`config.mk`:
```
export PLATFORM = sky130hd
export DESIGN_NAME = exe_div_ctrl
export DESIGN_NICKNAME = d
export VERILOG_FILES = /design/src/rtl/exe_div_ctrl.sv
export SDC_FILE = /design/constraint.sdc
export NUM_CORES = 1
export LEC_CHECK = 0
export CORE_ASPECT_RATIO = 1.1
export CORE_MARGIN = 2
export CORE_UTILIZATION = 34
export DETAILED_ROUTE_END_ITERATION = 8
export PLACE_DENSITY = 0.81
export SKIP_LAST_GASP = 1
export SYNTH_ARGS = -nofsm -noshare
export SYNTH_HDL_FRONTEND = slang
export SYNTH_SLANG_ARGS = --single-unit
```
`constraint.sdc`:
```
create_clock -name cpu_clk_50M -period 2 [get_ports cpu_clk_50M]
set_input_delay 0.2 -clock cpu_clk_50M [delete_from_list [all_inputs] [get_ports cpu_clk_50M]]
set_output_delay 0.2 -clock cpu_clk_50M [all_outputs]
set_load 0.01 [all_outputs]
```
`src/rtl/exe_div_ctrl.sv`:
```
// exe_div_ctrl: sequencing controller for the shared iterative divider used
// by the execute stage.
//
// state | meaning
// IDLE  | no divide in flight; issues a start when a DIV/DIVU sits in EXE
// ZERO  | divisor was zero; result forced to 0 without using the core
// BUSY  | core is working; wait for div_ready_i or the timeout
// DONE  | result held and valid until the instruction leaves EXE
//
// Ports:
//   cpu_clk_50M, cpu_rst         clock, synchronous active-high reset
//   exe_aluop_i, exe_src1_i/2_i  instruction and operands in EXE
//   flush_i, stall_down_i        pipeline kill / later-stage stall
//   stallreq_div                 stall request while a result is pending
//   div_start_o, div_signed_o,
//   div_op1_o, div_op2_o,
//   div_annul_o                  divider core command side
//   div_ready_i, div_result_i    divider core result side {rem, quot}
//   div_res_o, div_valid_o,
//   div_err_o                    held result {HI, LO}, valid, timeout flag
module exe_div_ctrl #(
  parameter int         DIV_TIMEOUT = 40,
  parameter logic [7:0] DIV_OP      = 8'h16,
  parameter logic [7:0] DIVU_OP     = 8'h17
) (
  input  logic        cpu_clk_50M,
  input  logic        cpu_rst,
  input  logic [7:0]  exe_aluop_i,
  input  logic [31:0] exe_src1_i,
  input  logic [31:0] exe_src2_i,
  input  logic        flush_i,
  input  logic        stall_down_i,
  output logic        stallreq_div,
  output logic        div_start_o,
  output logic        div_signed_o,
  output logic [31:0] div_op1_o,
  output logic [31:0] div_op2_o,
  output logic        div_annul_o,
  input  logic        div_ready_i,
  input  logic [63:0] div_result_i,
  output logic [63:0] div_res_o,
  output logic        div_valid_o,
  output logic        div_err_o
);

  localparam int CW = $clog2(DIV_TIMEOUT + 1);
  localparam logic [CW-1:0] CNT_LIMIT = CW'(DIV_TIMEOUT);

  typedef enum logic [1:0] {IDLE, ZERO, BUSY, DONE} state_t;

  state_t        state_q, state_d;
  logic [CW-1:0] cnt_q, cnt_d;
  logic [63:0]   res_q, res_d;
  logic          err_q, err_d;
  logic          isdiv;
  logic          start;
  logic          annul;

  assign isdiv = (exe_aluop_i == DIV_OP) || (exe_aluop_i == DIVU_OP);

  always_ff @(posedge cpu_clk_50M) begin
    if (cpu_rst) begin
      state_q <= IDLE;
      cnt_q   <= '0;
      res_q   <= '0;
      err_q   <= 1'b0;
    end else begin
      state_q <= state_d;
      cnt_q   <= cnt_d;
      res_q   <= res_d;
      err_q   <= err_d;
    end
  end

  always_comb begin
    state_d = state_q;
    cnt_d   = cnt_q;
    res_d   = res_q;
    err_d   = err_q;
    start   = 1'b0;
    annul   = 1'b0;
    if (flush_i) begin
      // A flush kills the EXE instruction whatever we were doing.
      state_d = IDLE;
      cnt_d   = '0;
      res_d   = '0;
      err_d   = 1'b0;
      annul   = (state_q == BUSY);
    end else begin
      case (state_q)
        IDLE: begin
          if (isdiv) begin
            err_d = 1'b0;
            if (exe_src2_i == 32'd0) begin
              state_d = ZERO;
            end else begin
              start   = 1'b1;
              // Counter reads 1 in the first BUSY cycle so it equals the
              // number of BUSY cycles spent so far.
              cnt_d   = CW'(1);
              state_d = BUSY;
            end
          end
        end
        ZERO: begin
          res_d   = '0;
          err_d   = 1'b0;
          state_d = DONE;
        end
        BUSY: begin
          cnt_d = cnt_q + CW'(1);
          if (div_ready_i) begin
            res_d   = div_result_i;
            err_d   = 1'b0;
            state_d = DONE;
          end else if (cnt_q == CNT_LIMIT) begin
            res_d   = '0;
            err_d   = 1'b1;
            state_d = DONE;
          end
        end
        DONE: begin
          if (!stall_down_i) begin
            state_d = IDLE;
            err_d   = 1'b0;
          end
        end
        default: state_d = IDLE;
      endcase
    end
  end

  // Core commands are suppressed during reset: the core shares cpu_rst.
  assign div_start_o  = start && !cpu_rst;
  assign div_annul_o  = annul && !cpu_rst;
  assign div_signed_o = div_start_o && (exe_aluop_i == DIV_OP);
  assign div_op1_o    = div_start_o ? exe_src1_i : 32'd0;
  assign div_op2_o    = div_start_o ? exe_src2_i : 32'd0;

  assign stallreq_div = isdiv && (state_q != DONE) && !flush_i && !cpu_rst;
  assign div_valid_o  = (state_q == DONE);
  assign div_err_o    = (state_q == DONE) && err_q;
  assign div_res_o    = res_q;

endmodule

```
==> results of run 1 <==
[cell type report]
class	instances	area share, %
timing repair buffer	312	40.2
inverter	7	0.391
multi-input combinational	337	30.1
clock inverter	6	1.34
antenna	4	0.149
clock buffer	10	3.40
tap	143	2.66
sequential	73	21.8
[cells by family (layout without fill, tap and decap cells)]
kind of cell / count (synthesis) / after routing / synth area share [%]
flip-flops: 73 / 73 / 39.7
other: 0 / 4 / 0
multiplexers: 1 / 1 / 0.306
AO/OA/AOI/OAI: 86 / 86 / 12.8
AND/OR/NAND/NOR: 244 / 244 / 37.6
adder cells (fa/ha/maj): 6 / 6 / 2.04
buffers and inverters: 54 / 335 / 7.52
[registers in the layout, indices dropped and copies added (netlist names)]
name       cells
div_res_o     64
cnt_q          6
state_q        2
err_q          1
[power groups by stage]
stage	registers [mW]	logic, mW	clock network (mW)
after CTS	1.45	0.404	1.75
final	1.45	0.410	1.72
after global routing	1.45	0.434	1.82
after detailed placement	1.49	0.420	0
after floorplan	1.49	0.0815	0
after global placement	1.49	0.422	0
[through the flow]
step	power, mW	cell area, um2	worst slack [ns]
detailed placement	1.91	6600	-0.542
floorplan	1.57	3680	0.141
CTS	3.61	6740	-0.313
finish	3.59	6730	0.00541
global placement	1.91	6600	-0.531
global route	3.71	6730	-0.0830
[layer usage]
metal | track usage, % | wire [um] | vias to the layer above
met3 | 6.61 | 1400 | 28
met5 | 0 | 0 | -
met1 | 34.8 | 6520 | 2194
li1 | - | - | 2199
met2 | 48.4 | 8540 | 248
met4 | 10.0 | 410 | 0
[cells in the final DEF (no fill, tap or decap), types with 3 or more instances in the layout]
| cell | netlist | layout |
|---|---|---|
| a21oi_1 | 65 | 65 |
| a31oi_1 | 8 | 8 |
| and2_1 | 66 | 63 |
| and2_4 | 0 | 3 |
| buf_2 | 0 | 60 |
| buf_4 | 0 | 30 |
| buf_6 | 1 | 8 |
| clkbuf_16 | 0 | 9 |
| clkbuf_2 | 0 | 8 |
| clkdlybuf4s15_1 | 0 | 7 |
| clkdlybuf4s50_1 | 0 | 166 |
| dfxtp_1 | 73 | 71 |
| diode_2 | 0 | 4 |
| dlygate4sd2_1 | 0 | 29 |
| ha_1 | 6 | 4 |
| inv_1 | 7 | 5 |
| nand2_1 | 67 | 67 |
| nand2b_1 | 5 | 4 |
| nand3_1 | 5 | 5 |
| nand4_1 | 66 | 66 |
| nor2_1 | 5 | 4 |
| nor3_1 | 5 | 4 |
| nor4_2 | 0 | 7 |
| o211ai_1 | 3 | 3 |
| o21ai_0 | 4 | 4 |
| or4_1 | 4 | 4 |
[worst max-delay path: stages (launching register included)]
cell	delay, ns
dfxtp_2	0.33
inv_2	0.08
ha_4	0.16
nand4_4	0.10
nor3_4	0.23
buf_6	0.14
buf_8	0.14
and2_1	0.15
buf_2	0.14
[timing repair]
item,CTS,global route
gates cloned,2,0
pin swaps,2,10
endpoints found under the setup margin,68,68
setup buffers,6,1
endpoints found under the hold margin,0,0
resized for setup,287,55
[path summary, 6_finish.rpt]
path,from,end,slack (ns),cells past startpoint
min reg2reg,div_res_o[20],div_res_o[20],0.45,2
max,state_q[0],div_op2_o[31],0.005,8
min,div_ready_i,err_q,0.34,4
max reg2reg,state_q[1],cnt_q[3],0.14,7
==> metrics.md, run 1 <==
| Metric | Value |
|---|---|
| Status | `completed` |
| Finish-stage setup viols | `0` |
| Synth Instances | `464` |
| Rows | `39` |
| Crit end category | `output port` |
| Initial antenna violation count | `4` |
| Critical path launch point type | `register` |
| Via count | `4669` |
| Inst Count DP | `865` |
| Commonest cells in the netlist | `dfxtp_1, nand2_1, and2_1, nand4_1, a21oi_1` |
| Power Density | `534 nW/um2` |
| Least-Margin Pin Slew | `0.648 ns` |
| Fin. Hold Viols | `0` |
| Iteration count of the initial detailed-routing pass | `5` |
| CTS Buf Count | `9` |
| Iter 0 DRT Violations | `365` |
| Mapped Area | `3680 um2` |
| Die height | `113 um` |
| CP Class | `register to output port` |
| Final min period | `1.99 ns` |
| Yosys warnings | `0` |
| Die footprint | `11700 um2` |
| Critical Path AT | `1.79 ns` |
| Leakage Power | `2.59 nW` |
| Nets | `887` |
| Util after Layout | `64.4%` |
| Sink Count | `73` |
| Grt total ovfl | `0` |
| Switching Fraction | `21.8%` |
| Top-Level Pins | `275` |
| Global-route wire length before repair | `25.3 mm` |
| Core area | `10400 um2` |
| Final period utilization | `99.7%` |
| CTS tree | `done` |
| CTS H-tree depth | `3` |
| Peak VDD IR | `421 uV` |
| Footprint of the multi-input gates | `2020 um2` |
| Largest net degree at the start of global routing | `65` |
| Max-slew violation count | `0` |
| Vias in the first global route | `4529` |
| Slew Limit Headroom | `56.8%` |
| Clock root buffer | `clkbuf_16` |
| Post-Route Setup TNS | `0 ns` |
| Clk buf depth | `2` |
| Avg Cell Area, Syn | `7.93 um2` |
| Flop and latch count out of synthesis | `73` |
| Die Width | `103 um` |
| Cell with the most instances after synthesis | `dfxtp_1` |
| PortBufs | `274` |
| Main synth FF type | `dfxtp_1` |
| Clock latency on the worst-skew pair | `0.32 ns` |
| Ratio of cells with drive above 1 in the final layout | `20.3%` |
| Non-filler instance count after layout | `892` |
| Max-Cap Viols | `0` |
| RePlAce Congestion | `0.947` |
| Post-synth EDFFs | `0` |
| Synth top area share | `39.7%` |
| Sequential share of power | `40.5%` |
| Combinational Power Share | `11.4%` |
| Area growth syn-to-layout | `82.9%` |
| Synth area leaders | `dfxtp_1, and2_1, nand4_1` |
| Hold buffer count at cts | `0` |
| Clk_skew | `0.00574 ns` |
| Clock network fraction of total power | `48.1%` |
| Post-synthesis cell type count | `39` |
| WHS | `0.342 ns` |
| Fmax | `501 MHz` |
| Crit-path max FO | `19` |
| Fillers | `911` |
| Sequential fraction of the synthesis area | `39.7%` |
| Reg area | `1460 um2` |
| DP HPWL | `12.7 mm` |
| Net Sw Power | `0.784 mW` |
| P_int | `2.81 mW` |
| GRT Total Usage | `28.4%` |
| Crit path required time | `1.80 ns` |
| Final ANT Viol Nets | `0` |
| Starting density of the core | `35.2%` |
| Tightest Hold Check Type | `input pin to register` |
| Share of flip-flops with an asynchronous set or reset | `0%` |
| Avg WL per Cell | `18.9 um` |
| Dominant cell type by area after synthesis | `dfxtp_1` |
| DRT Wirelength | `16.9 mm` |
| Clk slew on worst S/H paths | `0.06 ns` |
| Total nets after synthesis | `611` |
| Via density per instance | `5.23` |
| Post-route DRC | `0` |
| Unrepaired setup endpoints after global routing | `true` |
No activity file was read; power rests on OpenSTA's default activity.
==> run 2: changes to the inputs <==
CELL_PAD_IN_SITES_DETAIL_PLACEMENT = 1   (was unset)
CELL_PAD_IN_SITES_GLOBAL_PLACEMENT = 1   (was unset)
CORE_UTILIZATION = 23   (was 34)
PLACE_DENSITY = unset   (was 0.81)
PLACE_DENSITY_LB_ADDON = 0.1   (was unset)
==> metrics.md, run 2 (synthesized netlist as in run 1, its figures left out) <==
| Metric | Value |
|---|---|
| Status | `complete, but fails checks` |
| Failing checks | `setup timing` |
| DRT met1 WL | `6.97 mm (+7.0%)` |
| Slew Limit Headroom | `44.6% (-12 points)` |
| Post-place setup slack | `-0.631 ns (-0.0893 ns)` |
| Sink Count | `73 (unchanged)` |
| Commonest cells after routing, fill and taps aside | `clkdlybuf4s50_1, dfxtp_1, nand2_1, nand4_1` |
| Fmax | `481 MHz (-4.1%)` |
| Iteration count of the initial detailed-routing pass | `4 (-1)` |
| Post-route DRC | `0 (unchanged)` |
| Metal2 WL | `9.86 mm (+15%)` |
| Reg area | `1460 um2 (unchanged)` |
| Critical path launch point type | `input pin` |
| Peak VDD IR | `420 uV (-0.32%)` |
| Crit path required time | `1.80 ns (about the same)` |
| Starting density of the core | `23.5% (-12 points)` |
| Unrepaired setup endpoints after global routing | `true` |
| Clk buf depth | `2 (unchanged)` |
| RePlAce Congestion | `0.791 (-16%)` |
| Fillers | `1783 (+96%)` |
| CTS tree | `done` |
| PortBufs | `274 (unchanged)` |
| Die height | `137 um (+21%)` |
| Die footprint | `17000 um2 (+46%)` |
| CP Class | `input pin to output port` |
| Largest net degree at the start of global routing | `73 (+12%)` |
| Rows | `48 (+23%)` |
| Initial antenna violation count | `3 (-1)` |
| Top Metal Used | `met5` |
| Clk_skew | `0.00793 ns (+0.00219 ns)` |
| Power Density | `509 nW/um2 (-4.6%)` |
| Nets | `893 (+0.68%)` |
| Final period utilization | `104% (+4.2 points)` |
| Tightest Hold Check Type | `input pin to register` |
| Global-route wire length before repair | `27.4 mm (+8.6%)` |
| Met3 Wirelength | `1.48 mm (+5.6%)` |
| Leakage Power | `2.79 nW (+7.8%)` |
| Max-Cap Viols | `0 (unchanged)` |
| Crit end category | `output port` |
| Die Width | `125 um (+21%)` |
| Via density per instance | `4.93 (-5.8%)` |
| Least-Margin Pin Slew | `0.831 ns (+0.183 ns)` |
| Clk slew on worst S/H paths | `0.06 ns (about the same)` |
| Max-slew violation count | `0 (unchanged)` |
| Final setup margin | `-0.0789 ns (-0.0843 ns)` |
| Post-Route Setup TNS | `-1.02 ns (-1.02 ns)` |
| CTS H-tree depth | `3 (unchanged)` |
| Iter 0 DRT Violations | `203 (-44%)` |
| Clock root buffer | `clkbuf_16` |
| Finish-stage setup viols | `15 (+15)` |
| DP HPWL | `12.8 mm (+0.40%)` |
| Vias in the first global route | `4823 (+6.5%)` |
| Inst Count DP | `917 (+6.0%)` |
| DRT Wirelength | `18.7 mm (+11%)` |
| Non-filler instance count after layout | `953 (+6.8%)` |
| Core area | `15700 um2 (+50%)` |
| Ratio of cells with drive above 1 in the final layout | `29.6% (+9.3 points)` |
| Final ANT Viol Nets | `0 (unchanged)` |
| Most common cell after layout, fill and taps aside | `clkdlybuf4s50_1` |
| Hold buffer count at cts | `0 (unchanged)` |
| Critical Path AT | `1.88 ns (+0.09 ns)` |
| Footprint of the multi-input gates | `2210 um2 (+9.0%)` |
| Area growth syn-to-layout | `107%` |
| Grt total ovfl | `0 (unchanged)` |
| GRT Total Usage | `20.5% (-7.9 points)` |
| CTS Buf Count | `9 (unchanged)` |
| Clock latency on the worst-skew pair | `0.33 ns (about the same)` |
| Fin. Hold Viols | `0 (unchanged)` |
| Top-Level Pins | `275 (unchanged)` |
| Max reg flops | `64 (unchanged)` |
| Avg WL per Cell | `19.6 um (+3.6%)` |
| Crit-path max FO | `8 (-11)` |
| Final min period | `2.08 ns (+0.0843 ns)` |
| Via count | `4700 (+0.66%)` |
-- run 2: changes by cell type in the layout (fill, tap and decap cells not counted), sizes merged --
| cell | before | now |
|---|---|---|
| buf | 101 | 109 |
| bufinv | 2 | 4 |
| clkbuf | 18 | 15 |
| clkdlybuf4s15 | 7 | 12 |
| clkdlybuf4s50 | 166 | 168 |
| clkinvlp | 1 | 0 |
| diode | 4 | 2 |
| dlygate4sd2 | 29 | 23 |
| inv | 9 | 8 |
-- run 2: timing repair --
item | 4_1_cts | 5_1_grt
setup endpoints to repair | 70 | 77
resized for setup | 364 | 124
setup buffers | 8 | 6
cloned | 6 | 2
pin swaps | 29 | 35
-- run 2: layout make-up --
cell class              count  share of cell area (%)
repair buffers            318                    43.2
inverters                   7                   0.346
well taps                 200                    3.29
multi-input cells         337                    29.0
clock inverters             6                    1.81
clock buffers              10                    3.01
diodes                      2                  0.0659
flip-flops and latches     73                    19.3
-- run 2: final timing paths --
| check | slack (ns) | start | end | cells after the start |
|---|---|---|---|---|
| max reg2reg | 0.08 | state_q[0] | cnt_q[3] | 8 |
| min reg2reg | 0.45 | div_res_o[49] | div_res_o[49] | 2 |
| max | -0.08 | exe_src2_i[24] | div_op1_o[18] | 10 |
| min | 0.31 | div_ready_i | err_q | 4 |
-- run 2: metal layers --
metal | global-route usage [%] | up-vias
li1 | - | 2220
met1 | 21.7 | 2259
met2 | 38.6 | 191
met3 | 7.58 | 28
met4 | 5.18 | 2
met5 | 0 | -
-- run 2: report_power, final --
part / internal, mW / total [mW] / switching (mW)
Combinational: 0.254 / 0.412 / 0.158
Sequential: 1.45 / 1.45 / 0.000423
Clock: 1.35 / 2.00 / 0.649
-- run 2: critical path, cell delays in order --
cell	delay (ns)
clkdlybuf4s15_1	0.22
nor4_2	0.31
nand4_1	0.21
nor2_4	0.20
nor3_4	0.07
buf_6	0.14
buf_12	0.12
buf_16	0.13
and2_4	0.16
buf_6	0.11
-- run 2: metrics by stage --
step	cell area, um2	hold slack, ns	util (%)	total power, mW
floorplan	3680	0.354	-	1.57
global placement	6660	0.438	42.5	1.89
detailed placement	6660	0.447	42.5	1.90
CTS	7360	0.304	47.0	3.91
global route	7600	0.327	48.5	4.02
finish	7600	0.314	48.5	3.87
